===== config.mk =====
export PLATFORM = sky130hd
export DESIGN_NAME = aes_param_fifo_flat
export DESIGN_NICKNAME = d
export VERILOG_FILES = /design/src/rtl/aes_param_fifo_if.sv /design/src/rtl/aes_param_fifo.sv /design/src/flat_wrapper.sv
export SDC_FILE = /design/constraint.sdc
export NUM_CORES = 1
export LEC_CHECK = 0
export ABC_AREA = 1
export BUFFER_PORTS_ARGS = -buffer_cell sky130_fd_sc_hd__buf_2
export CAP_MARGIN = 20
export CORE_ASPECT_RATIO = 0.6
export CORE_UTILIZATION = 55
export DETAILED_ROUTE_END_ITERATION = 10
export GPL_ROUTABILITY_DRIVEN = 0
export GPL_TIMING_DRIVEN = 0
export HOLD_SLACK_MARGIN = 0.02
export PLACE_DENSITY = 0.75
export SLEW_MARGIN = 20
export SYNTH_ARGS = -nofsm -noshare
export SYNTH_HDL_FRONTEND = slang
export SYNTH_SLANG_ARGS = --single-unit

===== constraint.sdc =====
create_clock -name clk -period 5.6 [get_ports clk]
set_input_delay 0.28 -clock clk [delete_from_list [all_inputs] [get_ports clk]]
set_output_delay 0.28 -clock clk [all_outputs]
set_load 0.03 [all_outputs]

===== src/rtl/aes_param_fifo_if.sv =====
// Handshake/data bundle between an AES datapath stage and the staging FIFO.
interface aes_param_fifo_if #(
    parameter int DATA_W = 8,
    parameter int ADDR_W = 2
);
    logic              flush;
    logic              wr_en;
    logic [DATA_W-1:0] din;
    logic              rd_en;
    logic [DATA_W-1:0] dout;
    logic              dout_valid;
    logic              empty;
    logic              full;
    logic              almost_full;
    logic              almost_empty;
    logic [ADDR_W:0]   count;
    logic              overflow;
    logic              underflow;

    // Producer/consumer side driving the FIFO
    modport master (
        output flush, wr_en, din, rd_en,
        input  dout, dout_valid, empty, full, almost_full, almost_empty,
               count, overflow, underflow
    );

    // The FIFO itself
    modport slave (
        input  flush, wr_en, din, rd_en,
        output dout, dout_valid, empty, full, almost_full, almost_empty,
               count, overflow, underflow
    );
endinterface


===== src/rtl/aes_param_fifo.sv =====
// Parametrised synchronous FIFO for AES256 stage buffering.
// Occupancy is tracked by an explicit counter; full/empty come from it,
// so pointers can wrap freely. FWFT selects a combinational head display.
module aes_param_fifo #(
    parameter int DATA_W    = 8,
    parameter int ADDR_W    = 2,
    parameter int AF_THRESH = 3,
    parameter int AE_THRESH = 1,
    parameter int FWFT      = 0
) (
    input  logic            clk,
    input  logic            rst,
    aes_param_fifo_if.slave bus
);
    localparam int              DEPTH   = 2 ** ADDR_W;
    localparam logic [ADDR_W:0] C_DEPTH = (ADDR_W+1)'(DEPTH);
    localparam logic [ADDR_W:0] C_AF    = (ADDR_W+1)'(AF_THRESH);
    localparam logic [ADDR_W:0] C_AE    = (ADDR_W+1)'(AE_THRESH);
    localparam bit              C_FWFT  = (FWFT != 0);

    logic [DATA_W-1:0] r_mem [DEPTH];
    logic [ADDR_W-1:0] r_wr_ptr;
    logic [ADDR_W-1:0] r_rd_ptr;
    logic [ADDR_W:0]   r_count;
    logic [DATA_W-1:0] r_dout;
    logic              r_dout_valid;
    logic              r_overflow;
    logic              r_underflow;

    logic w_empty;
    logic w_full;
    logic w_rd_acc;
    logic w_wr_acc;

    assign w_empty  = (r_count == '0);
    assign w_full   = (r_count == C_DEPTH);
    // Flush swallows both requests, so neither is accepted nor flagged.
    assign w_rd_acc = bus.rd_en & ~w_empty & ~bus.flush;
    // A write into a full FIFO is fine when a read frees the slot this cycle.
    assign w_wr_acc = bus.wr_en & (~w_full | w_rd_acc) & ~bus.flush;

    // Storage array; contents survive reset and flush by design.
    always_ff @(posedge clk) begin
        if (w_wr_acc)
            r_mem[r_wr_ptr] <= bus.din;
    end

    // Pointers, occupancy, registered read port and sticky error flags.
    always_ff @(posedge clk or posedge rst) begin
        if (rst) begin
            r_wr_ptr     <= '0;
            r_rd_ptr     <= '0;
            r_count      <= '0;
            r_dout       <= '0;
            r_dout_valid <= 1'b0;
            r_overflow   <= 1'b0;
            r_underflow  <= 1'b0;
        end else if (bus.flush) begin
            r_wr_ptr     <= '0;
            r_rd_ptr     <= '0;
            r_count      <= '0;
            r_dout_valid <= 1'b0;
            r_overflow   <= 1'b0;
            r_underflow  <= 1'b0;
        end else begin
            if (w_wr_acc)
                r_wr_ptr <= r_wr_ptr + 1'b1;
            if (w_rd_acc) begin
                r_rd_ptr <= r_rd_ptr + 1'b1;
                r_dout   <= r_mem[r_rd_ptr];
            end
            case ({w_wr_acc, w_rd_acc})
                2'b10:   r_count <= r_count + 1'b1;
                2'b01:   r_count <= r_count - 1'b1;
                default: r_count <= r_count;
            endcase
            r_dout_valid <= w_rd_acc;
            if (bus.wr_en && !w_wr_acc)
                r_overflow <= 1'b1;
            if (bus.rd_en && !w_rd_acc)
                r_underflow <= 1'b1;
        end
    end

    assign bus.dout         = C_FWFT ? r_mem[r_rd_ptr] : r_dout;
    assign bus.dout_valid   = C_FWFT ? ~w_empty : r_dout_valid;
    assign bus.empty        = w_empty;
    assign bus.full         = w_full;
    assign bus.almost_full  = (r_count >= C_AF);
    assign bus.almost_empty = (r_count <= C_AE);
    assign bus.count        = r_count;
    assign bus.overflow     = r_overflow;
    assign bus.underflow    = r_underflow;
endmodule


===== src/flat_wrapper.sv =====
// flat-port wrapper written by rule: the top's interface ports become plain ports
module aes_param_fifo_flat 
#(
    parameter int DATA_W    = 8,
    parameter int ADDR_W    = 2,
    parameter int AF_THRESH = 3,
    parameter int AE_THRESH = 1,
    parameter int FWFT      = 0
)
  (clk, rst, bus_flush, bus_wr_en, bus_din, bus_rd_en, bus_dout, bus_dout_valid, bus_empty, bus_full, bus_almost_full, bus_almost_empty, bus_count, bus_overflow, bus_underflow);
  aes_param_fifo_if #(.DATA_W(DATA_W), .ADDR_W(ADDR_W)) bus_i ();
  input  logic clk;
  input  logic rst;
  input wire logic [$bits(bus_i.flush)-1:0] bus_flush;
  input wire logic [$bits(bus_i.wr_en)-1:0] bus_wr_en;
  input wire logic [$bits(bus_i.din)-1:0] bus_din;
  input wire logic [$bits(bus_i.rd_en)-1:0] bus_rd_en;
  output wire logic [$bits(bus_i.dout)-1:0] bus_dout;
  output wire logic [$bits(bus_i.dout_valid)-1:0] bus_dout_valid;
  output wire logic [$bits(bus_i.empty)-1:0] bus_empty;
  output wire logic [$bits(bus_i.full)-1:0] bus_full;
  output wire logic [$bits(bus_i.almost_full)-1:0] bus_almost_full;
  output wire logic [$bits(bus_i.almost_empty)-1:0] bus_almost_empty;
  output wire logic [$bits(bus_i.count)-1:0] bus_count;
  output wire logic [$bits(bus_i.overflow)-1:0] bus_overflow;
  output wire logic [$bits(bus_i.underflow)-1:0] bus_underflow;
  assign bus_i.flush = bus_flush;
  assign bus_i.wr_en = bus_wr_en;
  assign bus_i.din = bus_din;
  assign bus_i.rd_en = bus_rd_en;
  assign bus_dout = bus_i.dout;
  assign bus_dout_valid = bus_i.dout_valid;
  assign bus_empty = bus_i.empty;
  assign bus_full = bus_i.full;
  assign bus_almost_full = bus_i.almost_full;
  assign bus_almost_empty = bus_i.almost_empty;
  assign bus_count = bus_i.count;
  assign bus_overflow = bus_i.overflow;
  assign bus_underflow = bus_i.underflow;
  aes_param_fifo #(.DATA_W(DATA_W), .ADDR_W(ADDR_W), .AF_THRESH(AF_THRESH), .AE_THRESH(AE_THRESH), .FWFT(FWFT)) u_core (.clk(clk), .rst(rst), .bus(bus_i));
endmodule

==> impl_metrics.tcl <==
set metrics [dict create \
    p_seq_frac 0.428 \
    cts-buffers-inserted 5 \
    finalWorstSetupSlack_ps 3280 \
    start_kind "flip-flop" \
    end_kind "flip-flop" \
    drive_gt1_frac 0.213 \
    io_buffers 30 \
    r2r_start "u_core.bus.count[0]$_DFFE_PP0P_" \
    netlist_top_cells_area "edfxtp_1 44%, dfrtp_1 21%, nand2_1 7.0%, ha_1 5.1%, o21ai_0 4.1%" \
    coreArea_um2 3740 \
    die_x_um 83.4 \
    yosys.area.top_type "edfxtp_1" \
    seq_area_um2 1410 \
    cts.sinks 50 \
    synthSimpleGateAreaFrac 0.162 \
    skew_ps 7.97 \
    maxCapViolations 0 \
    clkSlewWorstSetupHoldPaths_ps 90 \
    synthToLayoutAreaGrowth_pct 14.5 \
    wl_per_cell_um 15.0 \
    ys_ff_latch 50 \
    p_sw_uw 432 \
    synth_cell_types 22 \
    cp_top_family "simple AND/OR/NAND/NOR gates" \
    syn_area_per_cell_um2 11.1 \
    rsz0062_at_grt "false" \
    grt_first_pass_wirelength_um 7050 \
    comb_power_share 0.353 \
    rows 17 \
    diodes 0 \
    hold_viol 0 \
    track_usage 0.228 \
    die_area_um2 4240 \
    synth_top_family_by_area "simple AND/OR/NAND/NOR gates" \
    grt_pass1_vias 1439 \
    period_needed_ps 2320 \
    antenna_found_initial 0 \
    first_pass_iters 4 \
    vias 1482 \
    clock_power_share 0.219 \
    instances_no_fill 282 \
    cpMaxStageDelayCell "nor2_1" \
    muxShareOfSynthArea 0 \
    status "finished clean" \
    drt-initial-drc-count 70 \
    timing.fmax_ghz 0.430 \
    syn-cell-area_um2 2190 \
    yosysWarnings 0 \
    clock_latency_ps 300 \
    cp.required_ps 5530 \
    worst_pin_slew_ps 781 \
    swShare 0.382 \
    slew_headroom 0.477 \
    synth-compound-area-share 0.0904 \
    overflow 0 \
    via_per_inst 5.26 \
    synth_fa_ha_area_frac 0.0515 \
    finalSetupViolCount 0 \
    synth.net_count 219 \
    period_share 0.415 \
    critPathMaxFanout 10 \
    ctsHoldBuffers 0 \
    synth_top_cell_area_share 0.439 \
    cp.arrival_ps 2250 \
    nets 256 \
    ant_nets 0 \
    netlist_instances 197 \
    path_cells "inv_1 -> ha_1 -> nand2_4 -> nand3_4 -> nand2_4 -> nand3_4 -> nor2_1" \
    cts_resized 0 \
    wl_um 4220 \
    postCtsSetupBuffers 0 \
    synth-xor-area-share 0.00400 \
    cts.path.max_buffers 2 \
    critPathMaxStageDelay_ps 620 \
    slew_violations 0 \
    place_hpwl_um 3060 \
    cts_tree "yes" \
    root_buffer "clkbuf_8" \
    cp-startpoint "u_core.bus.count[0]$_DFFE_PP0P_" \
    drc 0 \
    io_pins 31 \
    leakage_nw 1.13 \
    intPower_uw 699 \
    place_inst 274 \
    multiInputGateArea_um2 673 \
    start_util 0.584 \
    p_per_area_nw_per_um2 451 \
    grt_max_degree 19 \
    crit_type "reg2reg" \
    dp_slack_ps 3260 \
    crit_buf_inv 1 \
    setup_tns_ps 0 \
    htree_levels 2 \
    yosysSeqAreaShare 0.645 \
    dieHeight_um 50.8 \
    n_fill_cell 305 \
    min_path_type "in2async" \
    ir_drop_v 0.000271 \
]
-- final cells by class --
| class | count | share of cell area |
|---|---|---|
| Buffer | 4 | 0.00899 |
| Timing Repair Buffer | 30 | 0.0599 |
| Tap cell | 47 | 0.0235 |
| Sequential cell | 50 | 0.563 |
| Inverter | 20 | 0.0320 |
| Clock inverter | 2 | 0.0145 |
| Multi-Input combinational cell | 123 | 0.269 |
| Clock buffer | 6 | 0.0290 |
-- power by group through the flow --
| stage | combinational [mW] | sequential [mW] | clock (mW) |
|---|---|---|---|
| after floorplan | 0.213 | 0.563 | 0 |
| after global placement | 0.392 | 0.490 | 0 |
| after detailed placement | 0.399 | 0.491 | 0 |
| after CTS | 0.400 | 0.484 | 0.251 |
| after global routing | 0.443 | 0.491 | 0.269 |
| final | 0.399 | 0.484 | 0.248 |
-- kinds of logic after synthesis --
logic type / Yosys count
xor+xnor: 1
buf+inv: 24
simple gates: 78
fa+ha+maj: 9
compound gates: 35
flops: 50
-- cells in the mapped netlist (all sizes together) --
cell type and number:
nand3 9, a21boi 1, inv 20, buf 4
o22ai 8, nand4 2, nor2 24, ha 9
xor2 1, edfxtp 32, o21a 1, o21ai 20
dfrtp 18, nand2 43, a21oi 5
-- cell usage in the layout, fill, tap and decap left out, drive strengths merged --
cell    count
edfxtp     32
ha          9
dfrtp      18
bufinv      1
o22ai       8
buf        34
o21ai      20
inv        21
nand2      43
nand4       2
o21a        1
clkbuf      6
a21oi       5
a21boi      1
xor2        1
nand3       9
nor2       24
-- metal layers --
layer  GRT usage  part of all wire
met5           0                 0
met4      0.0847             0.015
met3      0.0549             0.036
met2       0.314              0.42
met1       0.351              0.53
-- flip-flops by register name, indices dropped and copies added (netlist names) --
name / cells
u_core.r_mem: 32
u_core.bus.underflow: 1
u_core.bus.overflow: 1
u_core.bus.count: 3
u_core.r_wr_ptr: 2
u_core.bus.dout: 8
u_core.bus.dout_valid: 1
u_core.r_rd_ptr: 2
-- final timing paths --
path                                               endpoint  slack, ps  cells past startpoint
min in group clk           u_core.bus.underflow$_DFFE_PP0P_        190                      2
max reg2reg                    u_core.r_mem[2][5]$_DFFE_PP_       3280                      7
max in group asynchronous   u_core.bus.count[0]$_DFFE_PP0P_       5090                      2
max                            u_core.r_mem[2][5]$_DFFE_PP_       3280                      7
min reg2reg                  u_core.bus.dout[7]$_DFFE_PP0P_        480                      2
min                        u_core.bus.underflow$_DFFE_PP0P_         70                      2
-- stage by stage --
step,hold WS (ps),power (mW),instance area (µm²),utilization
floorplan,219,0.776,2190,-
global placement,408,0.882,2400,0.640
detailed placement,417,0.890,2400,0.640
CTS,89.2,1.13,2500,0.669
global route,143,1.20,2500,0.669
finish,68.1,1.13,2500,0.669
Note: power is estimated with default switching activity, not from simulation.
